<file path="config.mk">
export PLATFORM = sky130hd
export DESIGN_NAME = multicycle_control_unit
export DESIGN_NICKNAME = d
export VERILOG_FILES = /design/src/rtl/mips_pkg.sv /design/src/rtl/alu_decoder.sv /design/src/rtl/multicycle_control_unit.sv
export SDC_FILE = /design/constraint.sdc
export NUM_CORES = 1
export LEC_CHECK = 0
export ABC_CLOCK_PERIOD_IN_PS = 2600
export BUFFER_PORTS_ARGS = -buffer_cell sky130_fd_sc_hd__buf_2
export CAP_MARGIN = 20
export CELL_PAD_IN_SITES_DETAIL_PLACEMENT = 1
export CELL_PAD_IN_SITES_GLOBAL_PLACEMENT = 1
export CORE_UTILIZATION = 30
export DETAILED_ROUTE_END_ITERATION = 12
export GPL_TIMING_DRIVEN = 0
export PLACE_DENSITY_LB_ADDON = 0.1
export SETUP_SLACK_MARGIN = 0.4
export SLEW_MARGIN = 40
export SYNTH_ARGS = -nofsm -noshare
export SYNTH_HDL_FRONTEND = slang
export SYNTH_HIERARCHICAL = 1
export SYNTH_SLANG_ARGS = --single-unit
</file>
<file path="constraint.sdc">
create_clock -name clk -period 2.6 [get_ports clk]
set_clock_uncertainty 0.05 [all_clocks]
set_input_delay 0.26 -clock clk [delete_from_list [all_inputs] [get_ports clk]]
set_output_delay 0.26 -clock clk [all_outputs]
set_load 0.01 [all_outputs]
</file>
<file path="src/rtl/mips_pkg.sv">
// Shared encodings for the multicycle MIPS control path: states, opcodes,
// funct codes, ALU operations and the per-state control bundle.
package mips_pkg;

   localparam int unsigned OP_W     = 6;
   localparam int unsigned FUNCT_W  = 6;
   localparam int unsigned ALUC_W   = 3;
   localparam int unsigned ALUOP_W  = 2;
   localparam int unsigned SEL_W    = 2;

   typedef enum logic [3:0] {
      S_FETCH    = 4'd0,
      S_DECODE   = 4'd1,
      S_MEMADR   = 4'd2,
      S_MEMREAD  = 4'd3,
      S_MEMWB    = 4'd4,
      S_MEMWRITE = 4'd5,
      S_EXECUTE  = 4'd6,
      S_ALUWB    = 4'd7,
      S_BRANCH   = 4'd8,
      S_ADDIEX   = 4'd9,
      S_ADDIWB   = 4'd10,
      S_JUMP     = 4'd11
   } state_t;

   localparam logic [OP_W-1:0] OP_RTYPE = 6'b000000;
   localparam logic [OP_W-1:0] OP_LW    = 6'b100011;
   localparam logic [OP_W-1:0] OP_SW    = 6'b101011;
   localparam logic [OP_W-1:0] OP_BEQ   = 6'b000100;
   localparam logic [OP_W-1:0] OP_ADDI  = 6'b001000;
   localparam logic [OP_W-1:0] OP_J     = 6'b000010;

   localparam logic [FUNCT_W-1:0] FN_ADD = 6'b100000;
   localparam logic [FUNCT_W-1:0] FN_SUB = 6'b100010;
   localparam logic [FUNCT_W-1:0] FN_AND = 6'b100100;
   localparam logic [FUNCT_W-1:0] FN_OR  = 6'b100101;
   localparam logic [FUNCT_W-1:0] FN_SLT = 6'b101010;

   localparam logic [ALUC_W-1:0] ALU_AND = 3'b000;
   localparam logic [ALUC_W-1:0] ALU_OR  = 3'b001;
   localparam logic [ALUC_W-1:0] ALU_ADD = 3'b010;
   localparam logic [ALUC_W-1:0] ALU_SUB = 3'b110;
   localparam logic [ALUC_W-1:0] ALU_SLT = 3'b111;

   localparam logic [ALUOP_W-1:0] ALUOP_ADD   = 2'b00;
   localparam logic [ALUOP_W-1:0] ALUOP_SUB   = 2'b01;
   localparam logic [ALUOP_W-1:0] ALUOP_FUNCT = 2'b10;

   // Datapath control bundle produced by each state
   typedef struct packed {
      logic               iord;
      logic               mem_write;
      logic               ir_write;
      logic               pc_write;
      logic               branch;
      logic               reg_dst;
      logic               mem_to_reg;
      logic               reg_write;
      logic               alu_src_a;
      logic [SEL_W-1:0]   alu_src_b;
      logic [SEL_W-1:0]   pc_src;
      logic [ALUOP_W-1:0] alu_op;
   } ctrl_t;

endpackage

</file>
<file path="src/rtl/alu_decoder.sv">
// Maps the control unit's alu_op plus the R-type funct field to the ALU
// operation code.
module alu_decoder
   import mips_pkg::*;
(
   input  logic [1:0] alu_op,
   input  logic [5:0] funct,
   output logic [2:0] alu_control
);

   always_comb begin
      alu_control = ALU_ADD;
      case (alu_op)
         ALUOP_SUB: alu_control = ALU_SUB;
         ALUOP_FUNCT: begin
            // Unknown funct codes fall back to ADD and still write back
            case (funct)
               FN_ADD:  alu_control = ALU_ADD;
               FN_SUB:  alu_control = ALU_SUB;
               FN_AND:  alu_control = ALU_AND;
               FN_OR:   alu_control = ALU_OR;
               FN_SLT:  alu_control = ALU_SLT;
               default: alu_control = ALU_ADD;
            endcase
         end
         default: alu_control = ALU_ADD;
      endcase
   end

endmodule

</file>
<file path="src/rtl/multicycle_control_unit.sv">
// Moore control FSM for the multicycle MIPS datapath: steps each instruction
// through fetch/decode/execute/memory/writeback and drives datapath selects.
module multicycle_control_unit
   import mips_pkg::*;
(
   input  logic       clk,
   input  logic       reset_n,
   input  logic [5:0] opcode,
   input  logic [5:0] funct,
   input  logic       zero_flag,
   output logic       iord,
   output logic       mem_write,
   output logic       ir_write,
   output logic       pc_en,
   output logic       reg_dst,
   output logic       mem_to_reg,
   output logic       reg_write,
   output logic       alu_src_a,
   output logic [1:0] alu_src_b,
   output logic [1:0] pc_src,
   output logic [2:0] alu_control
);

   state_t state;
   state_t state_next;
   ctrl_t  ctrl;

   always_ff @(posedge clk or negedge reset_n) begin
      if (!reset_n) state <= S_FETCH;
      else          state <= state_next;
   end

   // Next-state and per-state control decode
   always_comb begin
      state_next = S_FETCH;
      ctrl       = '0;
      case (state)
         S_FETCH: begin
            ctrl.ir_write  = 1'b1;
            ctrl.pc_write  = 1'b1;
            ctrl.alu_src_b = 2'b01;
            state_next     = S_DECODE;
         end
         S_DECODE: begin
            ctrl.alu_src_b = 2'b11;
            case (opcode)
               OP_LW, OP_SW: state_next = S_MEMADR;
               OP_RTYPE:     state_next = S_EXECUTE;
               OP_BEQ:       state_next = S_BRANCH;
               OP_ADDI:      state_next = S_ADDIEX;
               OP_J:         state_next = S_JUMP;
               default:      state_next = S_FETCH;
            endcase
         end
         S_MEMADR: begin
            ctrl.alu_src_a = 1'b1;
            ctrl.alu_src_b = 2'b10;
            state_next     = (opcode == OP_SW) ? S_MEMWRITE : S_MEMREAD;
         end
         S_MEMREAD: begin
            ctrl.iord  = 1'b1;
            state_next = S_MEMWB;
         end
         S_MEMWB: begin
            ctrl.reg_write  = 1'b1;
            ctrl.mem_to_reg = 1'b1;
         end
         S_MEMWRITE: begin
            ctrl.iord      = 1'b1;
            ctrl.mem_write = 1'b1;
         end
         S_EXECUTE: begin
            ctrl.alu_src_a = 1'b1;
            ctrl.alu_op    = ALUOP_FUNCT;
            state_next     = S_ALUWB;
         end
         S_ALUWB: begin
            ctrl.reg_dst   = 1'b1;
            ctrl.reg_write = 1'b1;
         end
         S_BRANCH: begin
            ctrl.alu_src_a = 1'b1;
            ctrl.branch    = 1'b1;
            ctrl.pc_src    = 2'b01;
            ctrl.alu_op    = ALUOP_SUB;
         end
         S_ADDIEX: begin
            ctrl.alu_src_a = 1'b1;
            ctrl.alu_src_b = 2'b10;
            state_next     = S_ADDIWB;
         end
         S_ADDIWB: begin
            ctrl.reg_write = 1'b1;
         end
         S_JUMP: begin
            ctrl.pc_write = 1'b1;
            ctrl.pc_src   = 2'b10;
         end
         default: state_next = S_FETCH;
      endcase
   end

   alu_decoder u_alu_decoder (
      .alu_op      (ctrl.alu_op),
      .funct       (funct),
      .alu_control (alu_control)
   );

   // Write enables are gated by reset so nothing commits while it is held
   assign ir_write   = reset_n & ctrl.ir_write;
   assign mem_write  = reset_n & ctrl.mem_write;
   assign reg_write  = reset_n & ctrl.reg_write;
   assign pc_en      = reset_n & (ctrl.pc_write | (ctrl.branch & zero_flag));
   assign iord       = ctrl.iord;
   assign reg_dst    = ctrl.reg_dst;
   assign mem_to_reg = ctrl.mem_to_reg;
   assign alu_src_a  = ctrl.alu_src_a;
   assign alu_src_b  = ctrl.alu_src_b;
   assign pc_src     = ctrl.pc_src;

endmodule

</file>
# Word level (Yosys, flattened, before mapping)
# Index checks and enable logic that the tools add are counted.
dict set report totals {
  latchBits 0
  in_bits 15
  mem_bits_rw 0
  n_memories 0
  regBits 4
  romBits 0
}
dict set report classes {
  bitwise 6
  n_mux 17
  n_eq_ne 22
  n_reduce_logical 8
  n_mul 0
  shifts 0
  div_mod_pow 0
  addsub 0
  magnitude_cmp 0
}
# cell n
set op_table {}
lappend op_table {{6-bit == test (second input constant)} 6}
lappend op_table {{4-bit one-hot mux with 6 select lines} 1}
lappend op_table {{4-bit one-hot mux with 5 select lines} 1}
lappend op_table {{4-bit by 3-bit == test with 1-bit output (second input constant)} 4}
lappend op_table {{4-bit == test (second input constant)} 4}
lappend op_table {{3-bit one-hot mux with 4 select lines} 1}
lappend op_table {{1-bit two-way mux} 9}
lappend op_table {{4-bit by 2-bit == test with 1-bit output (second input constant)} 2}
lappend op_table {{2-bit one-hot mux with 2 select lines} 2}
lappend op_table {{2-bit OR reduction} 4}
lappend op_table {{6-bit by 2-bit == test with 1-bit output (second input constant)} 1}
lappend op_table {{6-bit by 3-bit == test with 1-bit output (second input constant)} 1}
lappend op_table {{6-bit by 4-bit == test with 1-bit output (second input constant)} 1}
lappend op_table {{6-bit zero test} 1}
lappend op_table {{2-bit one-hot mux with 3 select lines} 1}
lappend op_table {{3-bit one-hot mux with 2 select lines} 1}
lappend op_table {{1-bit bitwise AND} 5}
lappend op_table {{4-bit by 1-bit == test with 1-bit output (second input constant)} 1}
lappend op_table {{4-bit zero test} 1}
lappend op_table {{4-bit OR reduction} 1}
lappend op_table {{3-bit two-way mux} 1}
lappend op_table {{3-bit OR reduction} 1}
lappend op_table {{2-bit by 1-bit == test with 1-bit output (second input constant)} 1}
lappend op_table {{2-bit == test (second input constant)} 1}
lappend op_table {{1-bit OR} 1}

# Longest topological paths before layout
# Gate-level depths: netlist (run 1).
dict set report depth {
  word_depth 5
  mapped_depth 6
}

# Modules after synthesis
# The synthesis (run 1) kept the hierarchy.
# mod n_inst area_each_um2 cells_per_inst seq_area_each_um2
set by_module_without_submodules {}
lappend by_module_without_submodules {multicycle_control_unit 1 486.7 68 100.1}
lappend by_module_without_submodules {alu_decoder 1 118.9 15 0.0}

# Worst setup path before layout (run 1)
# No wires, ideal clock.
dict set report synth_path {
  path_type {reg-to-output}
  from {register state[1]}
  to {output port alu_control[2]}
  t_required_ns 2.290
  stages_incl_launch_ff 7
  setup_slack_ns 0.558
  arrival_time_ns 1.732
  path_cell_list {dfrtp_1 clkbuf_1 nor3_1 inv_1 ha_1 nand4bb_1 o22ai_1}
}
# element line_no
set synth_lines {}
lappend synth_lines {{start, declared} multicycle_control_unit.sv:24} ;# state_t state;
lappend synth_lines {{start signal, assigned} multicycle_control_unit.sv:30} ;# else state <= state_next;
lappend synth_lines {{end, declared} multicycle_control_unit.sv:21} ;# output logic [2:0] alu_control

==> qor.yml, run 1 <==
status:
  status: "complete, no violations"
layout:
  reg_top3: "state x4"
  insertedDiodeCount: 0
  final_cells: 143
  final_net_count: 137
  largest_register_ff_count: 4
  largest-register: "state"
  fin_area_um2: 910.9
  areaGrowthSynthToFinish_pct: 50.41
  layout-drive-gt1-share_pct: 44.07
global_routing:
  grt_pass1_vias: 625
  grt_antenna_before_repair: 0
  grt_use_total_pct: 17.44
  grt_max_degree: 11
  grt_pass1_wl_mm: 2.691
  globalRouteOverflowTotal: 0
route:
  ant_nets: 0
  route.detailed.drc: 0
  drt_pre_antenna_iters: 4
  vias_per_cell: 5.077
  vias: 726
  initialDrtViolationCount: 7
  wl_per_cell_um: 12.13
  wirelength_mm: 1.734
placement:
  hpwl_mm: 1.347
  dp_cells: 136
  io_buffers: 28
  dpl_cell_area_um2: 777.0
  gp_congestion: 0.7411
worst_setup_path:
  regToRegEndpoint: "state[2]$_DFF_PN0_"
  r2r_cells: 5
  startpoint: "state[1]$_DFF_PN0_"
  crit_path_end_kind: "output port"
  cp.required_ps: 2290
  worstPathArrival_ps: 1810
  ff2ff_setup_slack_ps: 1100
  r2r_start: "state[2]$_DFF_PN0_"
  critPathKind: "reg2out"
  cp_max_fo: 6
  start_kind: "flop"
  crit_path_end: "alu_control[2]"
floorplanning:
  placementRows: 15
  initial_core_util_pct: 33.61
  fp.dieArea_um2: 2202
  die_x_um: 46.93
  die_h_um: 46.93
  core_um2: 1802
  io_pins: 30
pwr:
  total_leakage_power_nw: 0.4142
  vdd_drop_max_uv: 302.8
  power.density_nw_per_um2: 691.0
clock_tree:
  h-tree-depth: 1
  clk_latency_ps: 230
  clk_pin_slew_ps: 30
  cts-root-buf: "clkbuf_4"
  clockBufferDepth: 2
  cts_buffers: 3
  cts_tree: "built"
  clkSinkCount: 4
yosys:
  synth.distinct_cells: 36
  synthFlopType: "dfrtp_1"
  syn_inst: 83
  async_flop_share_pct: 100.0
  yosysWarnings: 6
  avgSynthCellArea_um2: 7.296
  syn_nets: 100
  synth_seq_area_share_pct: 16.53
  synth_edf_count: 0
  synth-seq-cells: 4
  syn_area_um2: 605.6
timing:
  max_freq_mhz: 472.7
  slew_headroom_pct: 68.70
  finalCriticalPeriod_ps: 2116
  hold_violations: 0
  setup_viol: 0
  slew_violations: 0
  worst_pin_slew_ps: 469.5
  period_share_pct: 81.37
  rsz0062_at_grt: "no"
  hold_ws_ps: 316.0
  tns_ps: 0
flow_run:
  max-cap-violations: 0
hold_path:
  hold_path.class: "in2reg"
Yosys cell counts, types with 2 or more instances:
cell type  instances  area [µm²]
nor3_1             6       30.03
ha_1               2       25.02
inv_1              5       18.77
dfrtp_1            4       100.1
nor2_1            12       45.04
nand2b_1           4       25.02
o21ai_0            2       10.01
a21oi_1            2       10.01
nand4bb_1          2       22.52
nor3b_1            3       22.52
xor2_1             3       26.28
clkbuf_1           4       15.01
buf_4              4       30.03
and3_1             2       12.51
nor4b_1            2       17.52
o211ai_1           2       15.01
nand3_1            3       15.01
nand2_1            3       11.26
cell usage in the layout, fill, tap and decap left out, drive strengths merged:
master / netlist / layout
a21o: 1 / 1
a21oi: 2 / 2
a221oi: 1 / 1
a31oi: 1 / 1
and3: 3 / 3
and4: 1 / 1
and4b: 1 / 1
buf: 5 / 37
clkbuf: 4 / 6
dfrtp: 4 / 4
dlygate4sd3: 0 / 1
ha: 2 / 2
inv: 5 / 5
nand2: 3 / 3
nand2b: 4 / 4
nand3: 3 / 3
nand4: 1 / 1
nand4bb: 3 / 3
nor2: 12 / 12
nor2b: 1 / 1
nor3: 6 / 6
nor3b: 3 / 3
nor4b: 2 / 2
o2111ai: 1 / 1
o211ai: 2 / 2
o21a: 1 / 1
o21ai: 2 / 2
o22ai: 1 / 1
o311ai: 1 / 1
or3: 1 / 1
or3b: 1 / 1
or4: 1 / 1
xnor2: 1 / 1
xor2: 3 / 3
layout make-up:
type	instances	area (µm²)
multi-input combinational	65	494.2
inverter	5	18.77
buffer	9	70.07
sequential	4	101.3
fill	248	890.9
tap	25	31.28
clock buffer	3	22.52
timing repair buffer	32	172.7
where the power goes:
group | internal (W) | switching (W)
Combinational | 0.000216 | 0.000236
Sequential | 0.0000832 | 0.0000183
Clock | 0.0000515 | 0.0000245
kinds of logic after synthesis:
logic type / after synthesis / synth area share (%)
buffers and inverters: 14 / 11.16
DFF: 4 / 16.53
AOI/OAI and AO/OA: 13 / 15.70
and+or+nand+nor: 46 / 46.70
xor gates and xnor gates: 4 / 5.786
adders and majority gates: 2 / 4.132
critical path: stages, from the launching register on:
cell       delay, ps
dfrtp_2          370
buf_4            150
nand2b_1         140
nor2_2           200
ha_4             230
nand4bb_4        200
o22ai_2          130
buf_2            150
how the worst min path moves through the flow:
| stage | start | endpoint | slack, ps | cells after the start |
|---|---|---|---|---|
| after global placement | reset_n | state[3]$_DFF_PN0_ | 40 | 1 |
| after CTS | opcode[4] | state[3]$_DFF_PN0_ | 320 | 4 |
| final | opcode[4] | state[3]$_DFF_PN0_ | 320 | 4 |
| after floorplan | reset_n | state[0]$_DFF_PN0_ | -90 | 0 |
| after global routing | opcode[4] | state[3]$_DFF_PN0_ | 360 | 4 |
| after detailed placement | reset_n | state[1]$_DFF_PN0_ | 40 | 1 |
stage by stage:
stage	setup slack, ps	total power (W)	utilization (%)
final	484.5	0.0006294	50.56
after global placement	323.0	0.0004753	43.13
after CTS	401.3	0.0006176	48.26
after floorplan	557.8	0.0003650	-
after detailed placement	244.8	0.0004848	43.13
after global routing	388.7	0.0006875	50.56
per-layer routing:
| metal | part of all wire, % | global-route usage [%] |
|---|---|---|
| met5 | 0 | 0 |
| met4 | 0 | 6.857 |
| met3 | 5.1 | 3.846 |
| met2 | 51 | 31.67 |
| met1 | 44 | 19.68 |
repair_timing:
action,CTS,global route
hold buffers,1,0
pin swaps,2,2
gates cloned,0,0
hold endpoints to repair,4,0
setup buffers,1,2
setup endpoints to repair,3,2
gates resized for setup,11,5
No activity file was read; power rests on OpenSTA's default activity.
==> run 2, diff against run 1 <==
Settings changed: ABC_AREA from default to 1, ABC_CLOCK_PERIOD_IN_PS 2600 to 1900, CORE_UTILIZATION 30 to 25.
Clock period 2.6 ns to 1.9 ns, I/O delays scaled along.
==> qor.yml, run 2 <==
status:
  status: "finished with violations"
  violations: "setup timing"
worst_setup_path:
  cp.required_ps: 1660  # -630 ps
  cp_slowest_cell: "dfrtp_2"
  path_buf_inv: 4  # +2
  start_kind: "flop"
  worstPathArrival_ps: 1710  # -100 ps
  crit_path_end_kind: "output port"
  cp_max_fo: 4  # -2
  crit_family: "simple AND/OR/NAND/NOR gates"
  critPathMaxStageDelay_ps: 440  # +70 ps
  critPathKind: "reg2out"
  crit_chain: "inv_2 -> nand2_2 -> nor2_4 -> inv_2 -> ha_4 -> inv_4 -> nor2_4 -> nand2_2 -> nand2_1 -> nor2_1 -> nand2_1 -> buf_2"
timing:
  setup_viol: 2  # +2
  worst_pin_slew_ps: 230.4  # -239.1 ps
  slew_headroom_pct: 84.58  # +16 points
  max_freq_mhz: 512.5
  finalCriticalPeriod_ps: 1951
  period_share_pct: 102.7
  hold_violations: 0  # unchanged
  setup_slack_ps: -51.24  # -535.7 ps
  rsz0062_at_grt: "yes"
  hold_ws_ps: 282.7  # -33.25 ps
  slew_violations: 0  # unchanged
flow_run:
  max-cap-violations: 0  # unchanged
clock_tree:
  cts-root-buf: "clkbuf_4"
  clk_latency_ps: 230  # about the same
  cts_buffers: 3  # unchanged
  clkSinkCount: 4  # unchanged
  cts_tree: "built"
  clockBufferDepth: 2  # unchanged
  clk_pin_slew_ps: 40  # about the same
  h-tree-depth: 1  # unchanged
yosys:
  synthTopCellsByCount: "36 x nand2_1, 26 x inv_1, 24 x nor2_1"
  syn_area_um2: 641.9  # +6.0%
  yosysMostFrequentCell: "nand2_1"
  synth_top_cell_by_area: "nand2_1"
  avgSynthCellArea_um2: 5.054  # -31%
  synthFlopType: "dfrtp_1"
  synth-seq-cells: 4  # unchanged
  yosysWarnings: 6  # unchanged
  synth.distinct_cells: 16  # -56%
  synth_seq_area_share_pct: 15.59  # -0.93 points
  async_flop_share_pct: 100.0  # unchanged
  synth_edf_count: 0  # unchanged
  synth_area_leaders: "nand2_1 21%, dfrtp_1 16%, inv_1 15%"
  syn_nets: 144  # +44%
  synth_top_area_share_pct: 21.05  # +4.5 points
  syn_inst: 127  # +53%
route:
  ant_nets: 0  # unchanged
  initialDrtViolationCount: 2  # -5
  vias_per_cell: 4.507  # -11%
  route.detailed.drc: 0  # unchanged
  vias: 951  # +31%
  wirelength_mm: 2.515  # +45%
  wl_per_cell_um: 11.92  # -1.7%
  drt_pre_antenna_iters: 4  # unchanged
layout:
  final_common_cell: "nand2_1"
  areaGrowthSynthToFinish_pct: 87.72
  largest-register: "state"
  multiInputGateArea_um2: 528.0  # +6.8%
  mostFrequentLayoutCells: "26 x nand2_1, 25 x buf_2, 23 x buf_4"
  insertedDiodeCount: 0  # unchanged
  final_net_count: 202  # +47%
  reg_top3: "state x4"
  layout-drive-gt1-share_pct: 54.10  # +10 points
  regArea_um2: 102.6  # +1.2%
  largest_register_ff_count: 4  # unchanged
  num-fill-cells: 320  # +29%
floorplanning:
  core_um2: 2318  # +29%
  io_pins: 30  # unchanged
  initial_core_util_pct: 27.68  # -5.9 points
  die_h_um: 52.67  # +12%
  fp.dieArea_um2: 2774  # +26%
  placementRows: 17  # +2
  die_x_um: 52.67  # +12%
global_routing:
  globalRouteOverflowTotal: 0  # unchanged
  grt_pass1_wl_mm: 3.898  # +45%
  grt_use_total_pct: 19.43  # +2.0 points
  grt_antenna_before_repair: 0  # unchanged
  grt_max_degree: 6  # -5
  grt_pass1_vias: 959  # +53%
placement:
  hpwl_mm: 1.589  # +18%
  dp_slack_ps: 164.0  # -80.82 ps
  gp_congestion: 0.7199  # -2.9%
  io_buffers: 29  # +3.6%
pwr:
  vdd_drop_max_uv: 488.3  # +61%
  total_leakage_power_nw: 0.6863  # +66%
  power.density_nw_per_um2: 960.2  # +39%
hold_path:
  hold_path.class: "in2reg"
[run 2: cell count changes in the layout (fill, tap and decap cells not counted), sizes merged, moves of 4 or more]
| cell | previous run | this run |
|---|---|---|
| nor2 | 12 | 29 |
| nand2b | 4 | 0 |
| buf | 37 | 56 |
| nand3 | 3 | 7 |
| nor3 | 6 | 0 |
| nand2 | 3 | 37 |
| o21ai | 2 | 6 |
| inv | 5 | 29 |
[run 2: logic make-up after synthesis]
logic type	after synthesis	share of synthesized area, %
AND/OR/NAND/NOR	76	49.32
buffers and inverters	33	21.64
AO/OA/AOI/OAI	12	9.550
flip-flops	4	15.60
adder cells (fa/ha/maj)	2	3.898
[run 2: path summary, 6_finish.rpt]
check,from,slack (ps),cells after the start,end
max,state[0]$_DFF_PN0_,-50,12,alu_control[1]
min,opcode[0],280,4,state[2]$_DFF_PN0_
max reg2reg,state[0]$_DFF_PN0_,500,8,state[2]$_DFF_PN0_
min reg2reg,state[3]$_DFF_PN0_,760,4,state[2]$_DFF_PN0_
max in group asynchronous,reset_n,1320,2,state[3]$_DFF_PN0_
min in group asynchronous,reset_n,300,2,state[2]$_DFF_PN0_
[run 2: final cells by class]
type                       count  area share, %
clock buffer                   3          1.869
tap                           28          2.908
inverter                      29          9.865
buffer                         4          2.492
timing repair buffer          53          30.53
multi-input combinational     90          43.82
sequential                     4          8.515
[run 2: repair_timing]
item | in CTS | in global routing
gates resized for setup | 18 | 29
hold buffers | 1 | 0
endpoints found under the hold margin | 4 | 0
pin swaps | 8 | 10
setup buffers | 16 | 7
setup endpoints to repair | 9 | 14
gates cloned | 0 | 0
[run 2: through the flow]
stage	setup TNS [ps]	utilization, %	total power, W	instances	area, µm²
floorplan	0	-	0.0004590	127	670.6
global placement	0	36.70	0.0005997	184	850.8
detailed placement	0	36.70	0.0006137	184	850.8
CTS	0	45.22	0.0008969	204	1049
global route	-276.6	51.97	0.001240	211	1205
finish	-77.04	51.97	0.001157	211	1205
[run 2: routing by layer]
metal / global-route usage (%) / wire length, µm / vias up
met3: 1.739 / 42 / 4
met4: 10.53 / 36 / 0
met2: 37.97 / 1402 / 21
met1: 19.69 / 1034 / 438
met5: 0 / 0 / -
li1: - / - / 488
[run 2: report_power, final]
group	switching (W)	internal (W)	total [W]
sequential	0.0000365	0.000114	0.000150
clock	0.0000338	0.0000706	0.000104
combinational	0.000454	0.000449	0.000902
[run 2: worst min-delay path, stage by stage]
cell	delay, ps
buf_2	100
nor2_1	70
nand3_1	90
nand4_1	70
==> run 3, diff against run 2 <==
Settings changed: ABC_CLOCK_PERIOD_IN_PS 1900 to 1600.
Clock period 1.9 ns to 1.6 ns, I/O delays scaled along.
==> qor.yml, run 3 (synthesized netlist as in run 2, its figures left out) <==
status:
  status: "finished with violations"
  violations: "setup timing"
route:
  route.detailed.drc: 0  # unchanged
  initialDrtViolationCount: 33  # +31
  ant_nets: 0  # unchanged
  vias: 1095  # +15%
  wirelength_mm: 3.873  # +54%
  vias_per_cell: 4.955  # +9.9%
  wl_per_cell_um: 17.52  # +47%
  drt_pre_antenna_iters: 4  # unchanged
clock_tree:
  cts-root-buf: "clkbuf_4"
  clk_pin_slew_ps: 50  # about the same
  clkSinkCount: 4  # unchanged
  cts_tree: "built"
  clk_latency_ps: 260  # +30 ps
  clockBufferDepth: 2  # unchanged
  h-tree-depth: 1  # unchanged
  cts_buffers: 3  # unchanged
pwr:
  vdd_drop_max_uv: 642.4  # +32%
  clkPwrFrac_pct: 8.3  # -0.7 points
  p_switching_w: 0.0007980  # +52%
  switching_share_pct: 47.77  # +2.5 points
  internal-power_w: 0.0008726  # +38%
  power.density_nw_per_um2: 1229  # +28%
  total_leakage_power_nw: 0.7655  # +12%
  power_frac_comb_pct: 81.4  # +3.4 points
  pwr-share-seq_pct: 10.2  # -2.8 points
  power_w: 0.001671  # +44%
floorplanning:
  fp.dieArea_um2: 2774  # unchanged
  die_x_um: 52.67  # unchanged
  core_um2: 2318  # unchanged
  initial_core_util_pct: 27.68  # unchanged
  io_pins: 30  # unchanged
  die_h_um: 52.67  # unchanged
  placementRows: 17  # unchanged
hold_path:
  min-delay-start: "opcode[0]"
  hold_path.class: "in2reg"
  worstHoldPathCells: 4  # unchanged
  whs_endpoint: "state[2]$_DFF_PN0_"
worst_setup_path:
  ff2ff_setup_slack_ps: 20  # -480 ps
  crit_family: "simple AND/OR/NAND/NOR gates"
  r2r_start: "state[0]$_DFF_PN0_"
  crit_path_end_kind: "output port"
  regToRegEndpoint: "state[3]$_DFF_PN0_"
  cp_slowest_cell: "dfrtp_2"
  cp.required_ps: 1390  # -270 ps
  cp_max_fo: 4  # unchanged
  worstPathArrival_ps: 1870  # +160 ps
  crit_top_cell: "nand2_1"
  path_buf_inv: 4  # unchanged
  critPathMaxStageDelay_ps: 430  # about the same
  r2r_cells: 11  # +3
  crit_chain: "inv_2 -> nand2_4 -> nor2_4 -> inv_2 -> ha_4 -> inv_4 -> nor2_2 -> nand2_1 -> nand2_1 -> nor2_1 -> nand2_1 -> buf_2"
  start_kind: "flop"
  critPathKind: "reg2out"
timing:
  hold_violations: 0  # unchanged
  worst_pin_slew_ps: 288.5  # +58.13 ps
  slew_violations: 0  # unchanged
  period_share_pct: 130.2
  slew_headroom_pct: 80.69  # -3.9 points
  finalCriticalPeriod_ps: 2083
  hold_ws_ps: 244.3  # -38.44 ps
  max_freq_mhz: 480.0
  setup_viol: 12  # +10
  setup_slack_ps: -483.4  # -432.2 ps
  rsz0062_at_grt: "yes"
flow_run:
  max-cap-violations: 0  # unchanged
global_routing:
  globalRouteOverflowTotal: 0  # unchanged
  grt_pass1_wl_mm: 4.278  # +9.7%
  grt_pass1_vias: 974  # +1.6%
  grt_antenna_before_repair: 0  # unchanged
  grt_use_total_pct: 21.52  # +2.1 points
  grt_max_degree: 6  # unchanged
layout:
  mostFrequentLayoutCells: "23 x nand2_1, 23 x buf_4, 23 x buf_2"
  largest_register_ff_count: 4  # unchanged
  reg_top3: "state x4"
  finish.utilization_pct: 58.61  # +6.6 points
  layout-drive-gt1-share_pct: 60.62  # +6.5 points
  areaGrowthSynthToFinish_pct: 111.7
  insertedDiodeCount: 0  # unchanged
  final_net_count: 212  # +5.0%
  largest-register: "state"
placement:
  dp_slack_ps: -113.6  # -277.6 ps
  io_buffers: 29  # unchanged
  hpwl_mm: 1.582  # -0.43%
  gp_congestion: 0.7242  # +0.60%
## run 3: changes by cell type in the layout (fill, tap and decap cells not counted), moves of 2 or more
cell / previous run / this run
buf_6: 8 / 20
inv_1: 18 / 15
inv_4: 2 / 5
nand2_1: 26 / 23
buf_2: 25 / 23
nand2_4: 4 / 6
o21ai_2: 0 / 2
## run 3: worst min-delay path, stage by stage
cell and delay [ps]:
buf_2 100, nor2_1 80, nand3_2 80, nand4_1 80
## run 3: worst max-delay path by stage
stage | start | end | slack (ps) | cells past startpoint
floorplan | state[0]$_DFF_PN0_ | alu_control[0] | 80 | 7
global placement | state[3]$_DFF_PN0_ | alu_control[0] | -110 | 7
detailed placement | state[3]$_DFF_PN0_ | alu_control[0] | -110 | 7
CTS | state[0]$_DFF_PN0_ | alu_control[0] | -240 | 8
global route | state[0]$_DFF_PN0_ | alu_control[1] | -500 | 11
finish | state[0]$_DFF_PN0_ | alu_control[1] | -480 | 12
## run 3: layout make-up
| class | count | area, µm² |
|---|---|---|
| Fill cell | 310 | 959.7 |
| Multi-Input combinational cell | 90 | 549.3 |
| Timing Repair Buffer | 63 | 489.2 |
| Inverter | 29 | 126.4 |
| Sequential cell | 4 | 102.6 |
| Tap cell | 28 | 35.03 |
| Buffer | 4 | 33.78 |
| Clock buffer | 3 | 22.52 |
## run 3: power by group through the flow
stage,Combinational [W],Clock [W],Sequential [W]
global route,0.00141,0.000140,0.000172
global placement,0.000545,0,0.000167
detailed placement,0.000559,0,0.000168
finish,0.00136,0.000139,0.000171
CTS,0.000929,0.000130,0.000164
floorplan,0.000384,0,0.000161
## run 3: metrics by stage
step,TNS [ps],cells,cell area [µm²]
2_1_floorplan,0,127,670.6
3_3_place_gp,-186.4,184,850.8
3_5_place_dp,-222.4,184,850.8
4_1_cts,-803.4,206,1102
5_1_grt,-3300,221,1359
6_report,-2989,221,1359
## run 3: routing by layer
| layer | share of wire [%] | routed length [µm] | track usage [%] | vias up |
|---|---|---|---|---|
| met2 | 54 | 2101 | 41.56 | 50 |
| met1 | 38 | 1475 | 23.29 | 520 |
| met5 | 0 | 0 | 0 | - |
| met4 | 4.0 | 155 | 10.53 | 0 |
| li1 | - | - | - | 511 |
| met3 | 3.6 | 140 | 0.8696 | 14 |
## run 3: timing repair
action	in CTS	in global routing
endpoints found under the setup margin	16	19
gates resized for setup	27	44
pin swaps	13	13
hold buffers	1	0
setup buffers	18	15
hold endpoints to repair	4	0
gates cloned	0	0
